[src/rtl/spiker_pkg.sv]
// Shared definitions for the spiking-core result path.
// Holds the default result-frame geometry used by both the collector and the
// register-file result writer, and the collector FSM state type.
package spiker_pkg;

    localparam int WIDTH_DEF  = 32;
    localparam int N_REG_DEF  = 24;
    localparam int DATA_W_DEF = WIDTH_DEF * N_REG_DEF;

    typedef enum logic [1:0] {
        COLL_IDLE    = 2'd0,
        COLL_COLLECT = 2'd1,
        COLL_DRAIN   = 2'd2
    } collector_state_e;

endpackage : spiker_pkg

[src/rtl/spiker_result_collector.sv]
// Spiking-core result collector.
// Assembles a frame of N_REG WIDTH-bit words from the core's valid/ready
// stream into a shadow buffer, then commits the whole vector to data_o in a
// single edge so the downstream result writer never sees a partial result.
//
// Ports:
//   clk_i       clock
//   rst_i       synchronous active-high reset
//   start_i     one-cycle pulse, arms (or restarts) collection of a frame
//   in_valid_i  core word valid
//   in_ready_o  collector ready (high in COLLECT and DRAIN)
//   in_data_i   core result word
//   in_last_i   final word of the core frame
//   data_o      committed result vector (word 0 in the LSBs)
//   done_o      one-cycle pulse after data_o receives a complete frame
//   busy_o      high in COLLECT or DRAIN
//   err_o       sticky frame-length error, cleared by start_i or reset
//
// State | meaning
// ------+------------------------------------------------------------
// IDLE  | waiting for start_i; not ready, upstream words stay pending
// COLLECT | accepting words 0..N_REG-1 into the shadow buffer
// DRAIN | frame was too long; swallow words up to and including last
module spiker_result_collector
    import spiker_pkg::*;
#(
    parameter int WIDTH      = WIDTH_DEF,
    parameter int N_REG      = N_REG_DEF,
    parameter int DATA_WIDTH = DATA_W_DEF
) (
    input  logic                  clk_i,
    input  logic                  rst_i,
    input  logic                  start_i,
    input  logic                  in_valid_i,
    output logic                  in_ready_o,
    input  logic [WIDTH-1:0]      in_data_i,
    input  logic                  in_last_i,
    output logic [DATA_WIDTH-1:0] data_o,
    output logic                  done_o,
    output logic                  busy_o,
    output logic                  err_o
);

    localparam int CNT_W = $clog2(N_REG);
    localparam logic [CNT_W-1:0] LAST_IDX = CNT_W'(N_REG - 1);

    if (DATA_WIDTH != WIDTH * N_REG) begin : g_bad_width
        $error("spiker_result_collector: DATA_WIDTH must equal WIDTH*N_REG");
    end

    collector_state_e      state_q, state_d;
    logic [CNT_W-1:0]      cnt_q, cnt_d;
    logic [DATA_WIDTH-1:0] shadow_q, shadow_d;
    logic [DATA_WIDTH-1:0] data_q, data_d;
    logic                  done_q, done_d;
    logic                  err_q, err_d;

    logic [DATA_WIDTH-1:0] shadow_wr;
    logic                  accept;

    always_ff @(posedge clk_i) begin
        if (rst_i) begin
            state_q  <= COLL_IDLE;
            cnt_q    <= '0;
            shadow_q <= '0;
            data_q   <= '0;
            done_q   <= 1'b0;
            err_q    <= 1'b0;
        end else begin
            state_q  <= state_d;
            cnt_q    <= cnt_d;
            shadow_q <= shadow_d;
            data_q   <= data_d;
            done_q   <= done_d;
            err_q    <= err_d;
        end
    end

    // Ready depends only on state, never on the incoming word.
    assign in_ready_o = (state_q != COLL_IDLE);
    assign busy_o     = (state_q != COLL_IDLE);
    assign data_o     = data_q;
    assign done_o     = done_q;
    assign err_o      = err_q;

    assign accept = in_valid_i && in_ready_o;

    always_comb begin
        state_d  = state_q;
        cnt_d    = cnt_q;
        shadow_d = shadow_q;
        data_d   = data_q;
        done_d   = 1'b0;
        err_d    = err_q;

        // Shadow with the current word dropped into its slot; this is what
        // gets committed on the final word so that word lands in data_o too.
        shadow_wr = shadow_q;
        shadow_wr[cnt_q * WIDTH +: WIDTH] = in_data_i;

        if (start_i) begin
            // Restart wins over any word handshaked in the same cycle.
            state_d = COLL_COLLECT;
            cnt_d   = '0;
            err_d   = 1'b0;
        end else begin
            unique case (state_q)
                COLL_COLLECT: begin
                    if (accept) begin
                        shadow_d = shadow_wr;
                        if (cnt_q == LAST_IDX) begin
                            data_d = shadow_wr;
                            done_d = 1'b1;
                            cnt_d  = '0;
                            if (in_last_i) begin
                                state_d = COLL_IDLE;
                            end else begin
                                err_d   = 1'b1;
                                state_d = COLL_DRAIN;
                            end
                        end else if (in_last_i) begin
                            // Short frame: leave data_o holding the previous result.
                            err_d   = 1'b1;
                            cnt_d   = '0;
                            state_d = COLL_IDLE;
                        end else begin
                            cnt_d = cnt_q + CNT_W'(1);
                        end
                    end
                end
                COLL_DRAIN: begin
                    if (accept && in_last_i) begin
                        state_d = COLL_IDLE;
                    end
                end
                default: begin
                    state_d = COLL_IDLE;
                end
            endcase
        end
    end

endmodule : spiker_result_collector

[config.mk]
export PLATFORM = sky130hd
export DESIGN_NAME = spiker_result_collector
export DESIGN_NICKNAME = d
export VERILOG_FILES = /design/src/rtl/spiker_pkg.sv /design/src/rtl/spiker_result_collector.sv
export SDC_FILE = /design/constraint.sdc
export NUM_CORES = 2
export LEC_CHECK = 0
export BUFFER_PORTS_ARGS = -buffer_cell sky130_fd_sc_hd__buf_4
export CAP_MARGIN = 30
export CORE_MARGIN = 2
export CORE_UTILIZATION = 50
export DETAILED_ROUTE_END_ITERATION = 8
export PLACE_DENSITY = 0.67
export SLEW_MARGIN = 20
export SYNTH_ARGS = -nofsm -noshare
export SYNTH_HDL_FRONTEND = slang
export SYNTH_SLANG_ARGS = --single-unit
[constraint.sdc]
create_clock -name clk_i -period 4.44 [get_ports clk_i]
set_clock_uncertainty 0.15 [all_clocks]
set_input_delay 0.666 -clock clk_i [delete_from_list [all_inputs] [get_ports clk_i]]
set_output_delay 0.666 -clock clk_i [all_outputs]
set_load 0.03 [all_outputs]
# Word level (Yosys, flattened, before mapping)
# Cells that the tools add are included.
dict set report totals {
  reg_bits 1545
  latchBits 0
  ramBits 0
  mem_bits_ro 0
  input_bits 37
  out_inout_bits 772
  wordCells 50
  n_memories 0
}
dict set report op_classes {
  add_sub_neg 2
  mul 0
  div 0
  magnitude_cmp 0
  n_eq_ne 10
  n_shift 2
  n_mux 14
  n_bitwise 3
  reduce_logical 12
}
# op n
set op_table {}
lappend op_table {{$bwmux 768} 1}
lappend op_table {{$shift 32x34->768 const A} 1}
lappend op_table {{$shiftx 32x34->768} 1}
lappend op_table {{$neg 10->34} 1}
lappend op_table {{$mux 2} 5}
lappend op_table {{$mux 5} 2}
lappend op_table {{$ne 3x3->1 const B} 3}
lappend op_table {{$reduce_and 3->1} 3}
lappend op_table {{$reduce_and 4->1} 2}
lappend op_table {{$ne 2x2->1 const B} 3}
lappend op_table {{$add 5x1->5 const B} 1}
lappend op_table {{$eq 5x5->1 const B} 1}
lappend op_table {{$mux 1} 5}
lappend op_table {{$ne 4x4->1 const B} 1}
lappend op_table {{$pmux 2 s2} 1}
lappend op_table {{$reduce_bool 2->1} 2}
lappend op_table {{$reduce_or 4->1} 1}
lappend op_table {{$not 1->1} 3}
lappend op_table {{$eq 2x1->1 const B} 1}
lappend op_table {{$eq 2x2->1 const B} 1}
lappend op_table {{$logic_and 1x1->1} 2}
lappend op_table {{$reduce_and 2->1} 1}
lappend op_table {{$reduce_or 2->1} 1}

# Logic depth before layout (Yosys ltp)
dict set report logic_depth {
  ltp_word 6
  mapped_depth 17
  mapped_depth_nobuf 10
}

# Least setup slack after synthesis
# OpenSTA, ideal clock, no wires.
dict set report synth_path {
  kind {register -> register}
  start {register cnt_q[0]}
  end {register data_q[654], in the netlist data_o[654]}
  setup_ns 0.103
  t_arrival_ns 3.384
  required_time_ns 4.187
  slack_ns 0.803
  stages_incl_launch_ff 17
  path_buffers 6
  period_less_slack_ns 3.637
  cell_sequence {dfxtp_1 buf_6 buf_4 clkbuf_1 inv_1 ha_1 nand2b_1 clkbuf_1 nor2_1 ha_1 buf_2 nor2_1 nand2_1 nor4_4 buf_4 nor3_1 a2111oi_2}
}
dict set report synth_between {
  elab_chain_cells 3
  elab_cells_between_ends 6
  cone_classes {add/sub: 1; eq/ne: 1; shift: 2; mux: 1; reduce/logical: 1}
}
# element line
set synth_lines {}
lappend synth_lines {{start, declared} spiker_result_collector.sv:52} ;# logic [CNT_W-1:0] cnt_q, cnt_d;
lappend synth_lines {{start signal, assigned} spiker_result_collector.sv:71} ;# cnt_q <= cnt_d;
lappend synth_lines {{$neg 10->34} spiker_result_collector.sv:99} ;# shadow_wr[cnt_q * WIDTH +: WIDTH] = in_data_i;
lappend synth_lines {{$shiftx 32x34->768 or $shift 32x34->768 (tied branches)} spiker_result_collector.sv:99}
lappend synth_lines {{$bwmux 768} spiker_result_collector.sv:99}
lappend synth_lines {{end signal, assigned} spiker_result_collector.sv:73} ;# data_q <= data_d;
lappend synth_lines {{end, declared} spiker_result_collector.sv:54} ;# logic [DATA_WIDTH-1:0] data_q, data_d;
# Parallel ways exist; a longest one is shown, timed or not.
# A chain may end at the register's enable or synchronous reset.

# Worst setup path after layout
dict set report layout_path {
  start {register cnt_q[1]}
  end {register shadow_q[120]}
}
dict set report layout_between {
  elab_chain_cells 3
  elab_cells_between_ends 4
  cone_classes {add/sub: 1; shift: 2; mux: 1}
}
# element line
set layout_lines {}
lappend layout_lines {{$neg 10->34 *} spiker_result_collector.sv:99}
lappend layout_lines {{$shiftx 32x34->768 or $shift 32x34->768 (tied branches)} spiker_result_collector.sv:99}
lappend layout_lines {{$bwmux 768 *} spiker_result_collector.sv:99}
lappend layout_lines {{end signal, assigned} spiker_result_collector.sv:72} ;# shadow_q <= shadow_d;
lappend layout_lines {{end, declared} spiker_result_collector.sv:53} ;# logic [DATA_WIDTH-1:0] shadow_q, shadow_d;
# Every way passes the cells marked *; elsewhere a longest branch is shown, timed or not.

==> flow_metrics.tcl <==
set metrics [dict create \
    status "finished clean" \
    cts_tree "yes" \
    r2r_start "cnt_q[1]" \
    synth_ff_type "dfxtp_1" \
    fin_crit_sh_pct 97.7 \
    yosysTopAreaCell "dfxtp_1" \
    yosysWarnings 0 \
    fp.dieW_um 351 \
    finalWeightedCongestion 0.918 \
    power_density_nw_per_um2 394 \
    grt_overflow 0 \
    first_pass_iters 8 \
    wire_per_inst_um 25.5 \
    via_count 56800 \
    clk_latency_ps 780 \
    ys_ff_latch 1545 \
    startpoint "cnt_q[1]" \
    worstMarginPinSlew_ps 1090 \
    crit_path_end "shadow_q[120]" \
    rows 127 \
    fin_crit_ps 4340 \
    max_cap_violations 0 \
    grt_pass1_wl_mm 344 \
    endpoint_kind "flop" \
    r2r_slack_ps 100 \
    slowest_delay_ps 750 \
    synthTopCellsByArea "dfxtp_1 (51%), nand2_1 (7.2%), nor2_1 (5.9%), a21oi_1 (5.8%), clkbuf_1 (3.7%)" \
    max_slew_margin_pct 27.0 \
    cts_buffers 160 \
    drt_iter0_drc 6813 \
    crit_chain "inv_1, ha_1, nand2b_1, nor2_1, ha_1, buf_4, nor4bb_1, buf_4, nand2_2, buf_4, nor2_2, buf_4, nand2_1, a21oi_1" \
    portBuffers 808 \
    multiInputGateArea_um2 26500 \
    wl_mm 241 \
    synth_area_um2 60200 \
    min-delay-path-class "primary input to flop" \
    synthTopCellsByCount "dfxtp_1 (1545), nand2_1 (1162), nor2_1 (940)" \
    cp.arrival_ps 4870 \
    critPathTopFamily "simple AND/OR/NAND/NOR gates" \
    fin_setup_tns_ps 0 \
    grt_max_degree 261 \
    path_buf_inv 5 \
    vias_per_cell 6.00 \
    die_y_um 351 \
    fmax_mhz 231 \
    crit_type "flop to flop" \
    cpMostUsedCell "buf_4" \
    worstPathRequired_ps 4970 \
    critPathSlowestCell "nor4bb_1" \
    start_util_pct 50.3 \
    slew_viol_final 0 \
    hpwl_mm 153 \
    clockRootBuffer "clkbuf_16" \
    p_leak_uw 0.0267 \
    synth-edff-count 0 \
    globalRouteTotalUtil_pct 37.3 \
    cp_num_cells 14 \
    syn_nets 7379 \
    drive_gt1_share_pct 16.4 \
    num_io_pins 809 \
    antenna_found_initial 11 \
    timing.rr.end "shadow_q[120]" \
    synth_most_common_cell "dfxtp_1" \
    synth_top_cell_area_share_pct 51.4 \
    placeableCoreArea_um2 120000 \
    synth_seq_area_share_pct 51.4 \
    rsz0062_at_grt "no" \
    fin_ws_ps 104 \
    area_growth_pct 20.3 \
    final_hold_viol_count 0 \
    drc 0 \
    critPathLaunchType "flop" \
    pre_cts_slack_ps 365 \
    clockBufferDepth 3 \
    setup_violations 0 \
    path_max_fanout 33 \
    cts_sinks 1545 \
    die_area_um2 123000 \
    ant_nets 0 \
    postCtsSetupBuffers 0 \
    grt_pass1_vias 51200 \
    syn_inst 7337 \
    ir_worst_vdd_mv 0.402 \
    reg2reg_depth 14 \
    yosys.cell_types.count 71 \
    path_clk_slew_ps 60 \
    seq_area_um2 30900 \
    async_reset_ff_share_pct 0 \
    fin_nets 7741 \
    h-tree-depth 4 \
    nFillCells 10800 \
    postSynthAreaPerCell_um2 8.20 \
]
## through the flow
step | hold WS [ps] | instances | instance area (µm²) | utilization [%] | total power (µW)
finish | 104 | 9452 | 72400 | 60.5 | 28500
global route | 86.3 | 9441 | 72400 | 60.5 | 29200
CTS | 65.8 | 9436 | 72300 | 60.4 | 28600
detailed placement | 291 | 9144 | 66800 | 55.9 | 14900
global placement | 287 | 9138 | 66800 | 55.8 | 14900
floorplan | 281 | 7337 | 60200 | - | 14600
## layout make-up
type	instances	share of cell area [%]
Sequential cell	1545	42.7
Tap cell	1612	2.79
Clock inverter	49	0.850
Inverter	5	0.0259
Clock buffer	242	6.66
Timing Repair Buffer	949	10.3
Antenna cell	12	0.0415
Multi-Input combinational cell	5038	36.6
## routing by layer
metal	up-vias	global-route usage (%)	share of wire (%)
met1	27400	49.5	40
li1	25900	-	-
met3	593	9.16	10
met4	10	21.2	6.2
met5	-	0	0.028
met2	2865	55.4	43
## worst register-to-register path, stage by stage (launching register included)
cell and delay, ps:
dfxtp_1 560, inv_1 90, ha_1 210, nand2b_1 240, nor2_1 80, ha_1 300, buf_4 200, nor4bb_1 750
buf_4 270, nand2_2 190, buf_4 340, nor2_2 250, buf_4 370, nand2_1 110, a21oi_1 150
## logic make-up (layout without fill, tap and decap cells)
family                   count (synthesis)  in the layout  share of synthesized area [%]
flip-flops                            1545           1545                           51.4
AND/OR/NAND/NOR                       3371           3371                           25.7
multiplexers                           180            180                           3.01
AO/OA/AOI/OAI                         1482           1482                           14.8
adder cells (fa/ha/maj)                  5              5                          0.104
other                                    0             12                              0
buffers and inverters                  754           1245                           5.07
## power by group
group,leakage [µW],switching [µW],internal [µW],total (µW)
combinational,0.0116,632,117,748
sequential,0.0124,5.13,13900,13900
clock,0.00269,5770,8160,13900
total,0.0267,6410,22100,28500
## timing repair
item | CTS | global route
hold buffers | 1 | 0
gates resized for setup | 0 | 1
setup endpoints to repair | 0 | 2
hold endpoints to repair | 1 | 0
## cell usage in the layout, fill, tap and decap left out, types with 36 or more instances in the layout
cell type	n
nor2_1	935
or3_1	72
nand3_1	198
a211oi_1	88
clkbuf_1	37
nor2b_1	125
a221o_1	60
o22ai_1	36
nor3_1	365
buf_4	920
clkbuf_16	165
o21ai_0	338
a2111oi_0	45
nand2_1	1159
dfxtp_1	1544
clkbuf_8	40
a221oi_1	112
mux2i_1	179
nand3b_1	70
nor4_1	176
a21oi_1	697
nand2b_1	124
and3_1	39
## registers in the layout, summed over array words and instances, names as in the netlist
| signal | flops |
|---|---|
| data_o | 768 |
| state_q | 2 |
| shadow_q | 768 |
| cnt_q | 5 |
| err_o | 1 |
| done_o | 1 |
## how the worst min path moves through the flow
stage	startpoint	to	slack [ps]	cells past startpoint
finish	in_valid_i	state_q[1]	100	3
global route	in_valid_i	state_q[1]	90	3
CTS	in_data_i[7]	shadow_q[71]	70	3
detailed placement	shadow_q[522]	data_o[522]	290	2
global placement	shadow_q[445]	data_o[445]	290	2
floorplan	shadow_q[288]	data_o[288]	280	2
(Power assumes the default switching activity.)
